--- config.mk ---
export PLATFORM = sky130hd
export DESIGN_NAME = final_project_pio_out_bank
export DESIGN_NICKNAME = d
export VERILOG_FILES = /design/src/rtl/final_project_pio_pkg.sv /design/src/rtl/final_project_pio_channel.sv /design/src/rtl/final_project_pio_out_bank.sv
export SDC_FILE = /design/constraint.sdc
export NUM_CORES = 1
export LEC_CHECK = 0
export CAP_MARGIN = 20
export CORE_ASPECT_RATIO = 1.4
export CORE_MARGIN = 2
export CORE_UTILIZATION = 55
export CTS_CLUSTER_DIAMETER = 30
export DETAILED_ROUTE_END_ITERATION = 16
export DONT_BUFFER_PORTS = 1
export PLACE_DENSITY = 0.7
export SKIP_CTS_REPAIR_TIMING = 1
export SLEW_MARGIN = 20
export SYNTH_ARGS = -nofsm -noshare
export SYNTH_HDL_FRONTEND = slang
export SYNTH_SLANG_ARGS = --single-unit
--- constraint.sdc ---
create_clock -name clk -period 3.87 [get_ports clk]
set_input_delay 0.774 -clock clk [delete_from_list [all_inputs] [get_ports clk]]
set_output_delay 0.774 -clock clk [all_outputs]
set_load 0.01 [all_outputs]
--- src/rtl/final_project_pio_pkg.sv ---
// Shared register map and readback layout for the output PIO bank.
package final_project_pio_pkg;

    localparam int unsigned BUS_W         = 32;
    localparam int unsigned PULSE_DUR_LSB = 16;

    typedef enum logic [1:0] {
        REG_DATA  = 2'd0,
        REG_SET   = 2'd1,
        REG_CLR   = 2'd2,
        REG_PULSE = 2'd3
    } reg_sel_e;

    typedef struct packed {
        logic [15:0] cnt;
        logic [15:0] mask;
    } pulse_rd_t;

endpackage

--- src/rtl/final_project_pio_channel.sv ---
// One output channel: DATA register with SET/CLR aliases and a self-timed XOR pulse.
module final_project_pio_channel
    import final_project_pio_pkg::*;
#(
    parameter int unsigned     WIDTH     = 8,
    parameter int unsigned     PULSE_W   = 16,
    parameter logic [WIDTH-1:0] RESET_VAL = '0
) (
    input  logic               clk,
    input  logic               reset,
    input  logic               wr_en,
    input  reg_sel_e           reg_sel,
    input  logic [WIDTH-1:0]   wr_bits,
    input  logic [PULSE_W-1:0] wr_dur,
    output logic [WIDTH-1:0]   data,
    output logic [WIDTH-1:0]   mask,
    output logic [PULSE_W-1:0] cnt,
    output logic [WIDTH-1:0]   out_word_c,
    output logic               pulse_active_c
);

    logic wr_pulse;

    assign wr_pulse       = wr_en && (reg_sel == REG_PULSE);
    assign pulse_active_c = (cnt != '0);
    assign out_word_c     = data ^ (pulse_active_c ? mask : '0);

    // A PULSE write always wins over the countdown, so it restarts or cancels cleanly.
    always_ff @(posedge clk) begin
        if (reset) begin
            data <= RESET_VAL;
            mask <= '0;
            cnt  <= '0;
        end else begin
            if (wr_en) begin
                case (reg_sel)
                    REG_DATA: data <= wr_bits;
                    REG_SET:  data <= data | wr_bits;
                    REG_CLR:  data <= data & ~wr_bits;
                    default:  ;
                endcase
            end
            if (wr_pulse) begin
                mask <= (wr_dur != '0) ? wr_bits : '0;
                cnt  <= wr_dur;
            end else if (pulse_active_c) begin
                cnt <= cnt - PULSE_W'(1);
                if (cnt == PULSE_W'(1)) begin
                    mask <= '0;
                end
            end
        end
    end

endmodule

--- src/rtl/final_project_pio_out_bank.sv ---
// Avalon-MM output PIO bank: address decode, per-channel write enables and readback mux.
module final_project_pio_out_bank
    import final_project_pio_pkg::*;
#(
    parameter int unsigned      NUM_CH    = 4,
    parameter int unsigned      WIDTH     = 8,
    parameter int unsigned      PULSE_W   = 16,
    parameter logic [WIDTH-1:0] RESET_VAL = '0,
    localparam int unsigned     ADDR_W    = $clog2(NUM_CH) + 2
) (
    input  logic                    clk,
    input  logic                    reset,
    input  logic [ADDR_W-1:0]       address,
    input  logic                    chipselect,
    input  logic                    write_n,
    input  logic [BUS_W-1:0]        writedata,
    output logic [BUS_W-1:0]        readdata,
    output logic [NUM_CH*WIDTH-1:0] out_port,
    output logic [NUM_CH-1:0]       pulse_active
);

    localparam int unsigned CH_W = (NUM_CH > 1) ? $clog2(NUM_CH) : 1;

    logic [CH_W-1:0]    ch;
    logic               wr;
    reg_sel_e           reg_sel;
    logic [WIDTH-1:0]   wr_bits;
    logic [PULSE_W-1:0] wr_dur;
    logic               unused_wd;

    logic [WIDTH-1:0]   ch_data [NUM_CH];
    logic [WIDTH-1:0]   ch_mask [NUM_CH];
    logic [PULSE_W-1:0] ch_cnt  [NUM_CH];
    logic [WIDTH-1:0]   ch_out  [NUM_CH];
    logic [BUS_W-1:0]   ch_rd   [NUM_CH];

    if (ADDR_W > 2) begin : g_ch_field
        assign ch = address[ADDR_W-1:2];
    end else begin : g_ch_single
        assign ch = '0;
    end

    assign wr        = chipselect & ~write_n;
    assign reg_sel   = reg_sel_e'(address[1:0]);
    assign wr_bits   = writedata[WIDTH-1:0];
    assign wr_dur    = writedata[PULSE_DUR_LSB +: PULSE_W];
    assign unused_wd = &{1'b0, writedata};

    // Channel indices that decode to no instance get no write enable and read as zero.
    for (genvar c = 0; c < NUM_CH; c++) begin : g_chan
        pulse_rd_t pulse_rd;

        final_project_pio_channel #(
            .WIDTH     (WIDTH),
            .PULSE_W   (PULSE_W),
            .RESET_VAL (RESET_VAL)
        ) u_chan (
            .clk            (clk),
            .reset          (reset),
            .wr_en          (wr && (ch == CH_W'(c))),
            .reg_sel        (reg_sel),
            .wr_bits        (wr_bits),
            .wr_dur         (wr_dur),
            .data           (ch_data[c]),
            .mask           (ch_mask[c]),
            .cnt            (ch_cnt[c]),
            .out_word_c     (ch_out[c]),
            .pulse_active_c (pulse_active[c])
        );

        assign pulse_rd.cnt                 = 16'(ch_cnt[c]);
        assign pulse_rd.mask                = 16'(ch_mask[c]);
        assign ch_rd[c]                     = (reg_sel == REG_PULSE) ? pulse_rd : BUS_W'(ch_data[c]);
        assign out_port[c*WIDTH +: WIDTH]   = ch_out[c];
    end

    always_comb begin
        readdata = '0;
        for (int unsigned c = 0; c < NUM_CH; c++) begin
            if (ch == CH_W'(c)) begin
                readdata = ch_rd[c];
            end
        end
    end

endmodule

==> qor.yml, run 1 <==
run_status:
  outcome: "completed"
global_routing:
  grt_pass1_vias: 7019
  grt_pass1_wl_mm: 38.7
  antenna_found_initial: 0
  grt_max_degree: 125
  grtUsageTotal_pct: 32.8
  overflow: 0
cells_and_area:
  final_nets: 954
  mostFrequentLayoutCells: "135 x nor2_1, 128 x dfxtp_1, 73 x nand2_1, 64 x a21oi_1, 54 x xnor2_1"
  mostFrequentLayoutCell: "nor2_1"
  syn_to_final_growth_pct: 8.34
  diodes: 0
  fill_cells: 1247
  drive_above_1_share_pct: 11.4
logic_synthesis:
  yosysTopAreaCellShare_pct: 32.9
  avgSynthCellArea_um2: 8.43
  synth_area_um2: 7800
  ys_ff_latch: 128
  synthFlopType: "dfxtp_1"
  yosysTopAreaCell: "dfxtp_1"
  netlist_instances: 925
  ys_seq_area_share_pct: 32.9
  synth_cell_types: 63
  yosysWarnings: 0
  async_flop_share_pct: 0
  synth_area_leaders: "dfxtp_1 33%, mux4_2 9.2%, nor2_1 6.5%"
  synth-edff-count: 0
worst_setup_path:
  arrival_ps: 2930
  crit_path_end_kind: "output port"
  worstPathRequired_ps: 3100
  crit_type: "reg2out"
  cp-start-kind: "flip-flop"
  critPathMaxFanout: 17
power:
  ir_drop_uv: 351
  pwr-share-seq_pct: 32.3
  switching_share_pct: 40.4
  finalPower_uw: 6300
  clkPwrFrac_pct: 26.5
  p_leak_uw: 0.00302
  pwr_density_cell_nw_per_um2: 746
  switching_power_uw: 2540
  intPower_uw: 3760
  comb_power_share_pct: 41.2
routing:
  drtIter0Drc: 547
  drc_errors: 0
  num_vias: 7229
  wl_per_cell_um: 22.9
  finalWirelength_mm: 25.1
  antenna_left: 0
  firstDrtPassIters: 6
  via_per_inst: 6.59
place:
  place.port_buffers: 0
  gp_congestion: 0.998
  dpl.hpwl_mm: 17.7
  place_ws_ps: 429
sta:
  period_minus_slack_ps: 3700
  rsz0062_at_grt: "false"
  period_share_pct: 95.7
  tightestPinTransition_ps: 1080
  skew_ps: 4.92
  hold_viol: 0
  fmax_mhz: 270
  report.final.slew_viol_count: 0
  setup_viol: 0
  maxSlewHeadroom_pct: 26.8
  layout_setup_ws_ps: 166
  finalSetupTns_ps: 0
run:
  max-cap-violations: 0
clock_network:
  ctsLongestPathBuffers: 2
  cts.reportedPaths.clkPinSlew_ps: 60
  clock_sinks: 128
  numCtsBuffers: 17
  cts_root_buf: "clkbuf_16"
  cts_htree_levels: 4
  cts_tree: "yes"
  clk_latency_ps: 430
die:
  die_area_um2: 15200
  die_x_um: 105
  core_um2: 13900
  die_h_um: 145
  row_count: 51
  initial_core_util_pct: 56.1
  io_pins: 108
min_path:
  min_path_type: "in2reg"
per-stage QoR:
stage | hold WS [ps] | cells | util (%) | area, um^2
after floorplan | 480 | 932 | - | 7830
after global placement | 499 | 1065 | 56.4 | 7840
after detailed placement | 514 | 1065 | 56.4 | 7840
after CTS | 414 | 1097 | 60.7 | 8450
after global routing | 413 | 1097 | 60.7 | 8450
final | 420 | 1097 | 60.7 | 8450
routing by layer:
layer,GRT usage (%),up-vias,wire (um)
li1,-,3265,-
met1,35.4,3415,8550
met2,55.4,444,12500
met3,8.27,105,2350
met4,23.7,0,1730
met5,0,-,0
cells by family (layout without fill, tap and decap cells):
family	count (synthesis)	after routing	share of synthesized area, %
AOI/OAI and AO/OA	175	175	14.6
xor gates and xnor gates	77	77	8.65
adders and majority gates	15	15	2.41
buffers and inverters	91	71	5.31
DFF	128	128	32.9
muxes	43	43	10.8
other	1	8	0.0481
and+or+nand+nor	395	395	25.3
cell usage after synthesis (all sizes together) (24+ instances only):
library cell / count
nand2: 75
nand3: 32
nor3: 50
clkbuf: 39
inv: 24
buf: 27
a22oi: 33
a21oi: 64
xnor2: 54
a211oi: 27
dfxtp: 128
nor2: 135
mux4: 32
critical path, stage by stage (launching register included):
cell and delay [ps]:
dfxtp_1 380, inv_1 130, ha_1 220, or4b_2 670, nor3_1 360, nand2_2 350
nand2_1 180, xnor2_1 220
sequential cells by signal (all words and copies together), names as in the netlist:
name	count
g_chan.u_chan.mask	32
g_chan.u_chan.data	32
g_chan.u_chan.cnt	64
power by group through the flow:
stage               logic [uW]  clock network, uW  registers, uW
detailed placement        2520                  0           2040
CTS                       2550               1680           2010
global route              2840               1720           2050
finish                    2600               1670           2030
global placement          2440                  0           2030
floorplan                 2190                  0           1850
layout make-up:
| class | count | area, um^2 | area share (%) |
|---|---|---|---|
| Sequential cell | 128 | 2560 | 30.3 |
| Clock buffer | 22 | 474 | 5.61 |
| Clock inverter | 10 | 134 | 1.58 |
| Tap cell | 185 | 231 | 2.74 |
| Inverter | 25 | 93.8 | 1.11 |
| Timing Repair Buffer | 14 | 105 | 1.24 |
| Multi-Input combinational cell | 713 | 4850 | 57.4 |
final timing paths:
kind                       startpoint                        to  slack [ps]  cells after the start
min                             reset   g_chan[2].u_chan.cnt[2]         420                      1
max           g_chan[1].u_chan.cnt[1]              out_port[14]         170                      7
min reg2reg  g_chan[1].u_chan.mask[7]  g_chan[1].u_chan.mask[7]         530                      2
max reg2reg   g_chan[1].u_chan.cnt[1]   g_chan[1].u_chan.cnt[1]        1160                      7
Power figures use the tool's default switching activity.
==> run 2, diff against run 1 <==
Settings changed: CTS_CLUSTER_SIZE set to 25, REMOVE_ABC_BUFFERS set to 1.
==> qor.yml, run 2 (synthesis results as in run 1) <==
worst_setup_path:
  crit_path_end_kind: "output port"
  r2r_start: "g_chan[1].u_chan.cnt[0]"
  arrival_ps: 2910
  crit_type: "reg2out"
  critPathMaxFanout: 17
  critPathTopFamily: "simple AND/OR/NAND/NOR gates"
  worstPathRequired_ps: 3100
  reg2reg_to: "g_chan[1].u_chan.cnt[1]"
  crit_buf_inv: 1
  reg2reg_depth: 7
  critPathMaxStageDelay_ps: 670
  cp-start-kind: "flip-flop"
  crit_chain: "inv_1 > ha_1 > or4b_2 > nor3_1 > nand2_4 > nand2_1 > xnor2_1"
  crit_slowest_cell: "or4b_2"
  r2r_slack_ps: 1190
routing:
  wl_per_cell_um: 22.7
  finalWirelength_mm: 25.1
  num_vias: 7216
  firstDrtPassIters: 5
  drtIter0Drc: 522
  antenna_left: 0
  via_per_inst: 6.52
  drc_errors: 0
clock_network:
  cts.reportedPaths.clkPinSlew_ps: 60
  cts_htree_levels: 4
  clock_sinks: 128
  numCtsBuffers: 17
  ctsLongestPathBuffers: 2
  cts_tree: "yes"
  clk_latency_ps: 430
  cts_root_buf: "clkbuf_16"
cells_and_area:
  largest_reg_flops: 64
  diodes: 0
  fin_area_um2: 8520
  syn_to_final_growth_pct: 9.29
  drive_above_1_share_pct: 12.6
  multiInputGateArea_um2: 4860
  mostFrequentLayoutCells: "135 x nor2_1, 128 x dfxtp_1, 73 x nand2_1, 64 x a21oi_1, 54 x xnor2_1"
  mostFrequentLayoutCell: "nor2_1"
  reg.largest.list: "g_chan.u_chan.cnt x64, g_chan.u_chan.data x32, g_chan.u_chan.mask x32"
  final_nets: 963
  regMostFlops: "g_chan.u_chan.cnt"
  final_cells: 1106
  fill_cells: 1291
  seqCellArea_um2: 2560
global_routing:
  grt_pass1_wl_mm: 39.1
  grt_max_degree: 125
  grtUsageTotal_pct: 33.3
  grt_pass1_vias: 7227
  overflow: 0
  antenna_found_initial: 0
min_path:
  min_to: "g_chan[0].u_chan.cnt[7]"
  min-delay-start: "reset"
  min_path_type: "in2reg"
  hold_depth: 1
power:
  intPower_uw: 3750
  p_leak_uw: 0.00308
  clkPwrFrac_pct: 26.0
  finalPower_uw: 6330
  comb_power_share_pct: 42.3
  ir_drop_uv: 375
  pwr_density_cell_nw_per_um2: 743
  switching_power_uw: 2580
  pwr-share-seq_pct: 31.7
  switching_share_pct: 40.7
place:
  post_dp_cell_area_um2: 7900
  dpl.hpwl_mm: 17.7
  place.port_buffers: 0
  gp_congestion: 0.956
  dp.cells: 1073
sta:
  period_minus_slack_ps: 3680
  fmax_mhz: 271
  report.final.slew_viol_count: 0
  finalSetupTns_ps: 0
  setup_viol: 0
  maxSlewHeadroom_pct: 20.9
  hold_viol: 0
  skew_ps: 9.48
  period_share_pct: 95.2
  timing.hold.ws_ps: 425
  tightestPinTransition_ps: 1170
  rsz0062_at_grt: "false"
run_status:
  outcome: "completed"
die:
  row_count: 51
  die_x_um: 105
  io_pins: 108
  core_um2: 13900
  initial_core_util_pct: 56.1
  die_h_um: 145
  die_area_um2: 15200
run:
  max-cap-violations: 0
-- run 2: area by class of cell --
type                       instances  area share, %
multi-input combinational        713           57.0
timing repair buffer              23           2.00
sequential                       128           30.1
inverter                          25           1.10
clock buffer                      18           5.15
clock inverter                    14           1.95
tap                              185           2.72
-- run 2: worst max path at each step --
stage / from / end / slack, ps / cells past startpoint
3_3_place_gp: g_chan[1].u_chan.cnt[0] / out_port[11] / 670 / 7
6_report: g_chan[1].u_chan.cnt[0] / out_port[11] / 190 / 7
2_1_floorplan: address[0] / readdata[0] / 640 / 3
3_5_place_dp: g_chan[1].u_chan.cnt[0] / out_port[11] / 620 / 7
5_1_grt: g_chan[1].u_chan.cnt[0] / out_port[10] / 50 / 7
4_1_cts: g_chan[1].u_chan.cnt[0] / out_port[11] / 120 / 7
-- run 2: power groups by stage --
stage | Clock, uW | Sequential, uW | Combinational, uW
after global routing | 1710 | 2030 | 2940
after global placement | 0 | 2000 | 2540
after CTS | 1650 | 1990 | 2640
final | 1640 | 2010 | 2680
after detailed placement | 0 | 2010 | 2610
after floorplan | 0 | 1860 | 2050
-- run 2: per-stage QoR --
step / setup WS (ps) / utilization (%)
final: 186 / 61.3
after global routing: 49.9 / 61.3
after floorplan: 641 / -
after CTS: 116 / 61.2
after global placement: 668 / 56.8
after detailed placement: 619 / 56.8
-- run 2: metal layers --
layer / up-vias / share of wire, % / GRT usage (%)
li1: 3286 / - / -
met1: 3407 / 34 / 36.3
met2: 399 / 50 / 57.2
met3: 124 / 9.5 / 9.57
met4: 0 / 6.3 / 19.7
met5: - / 0 / 0
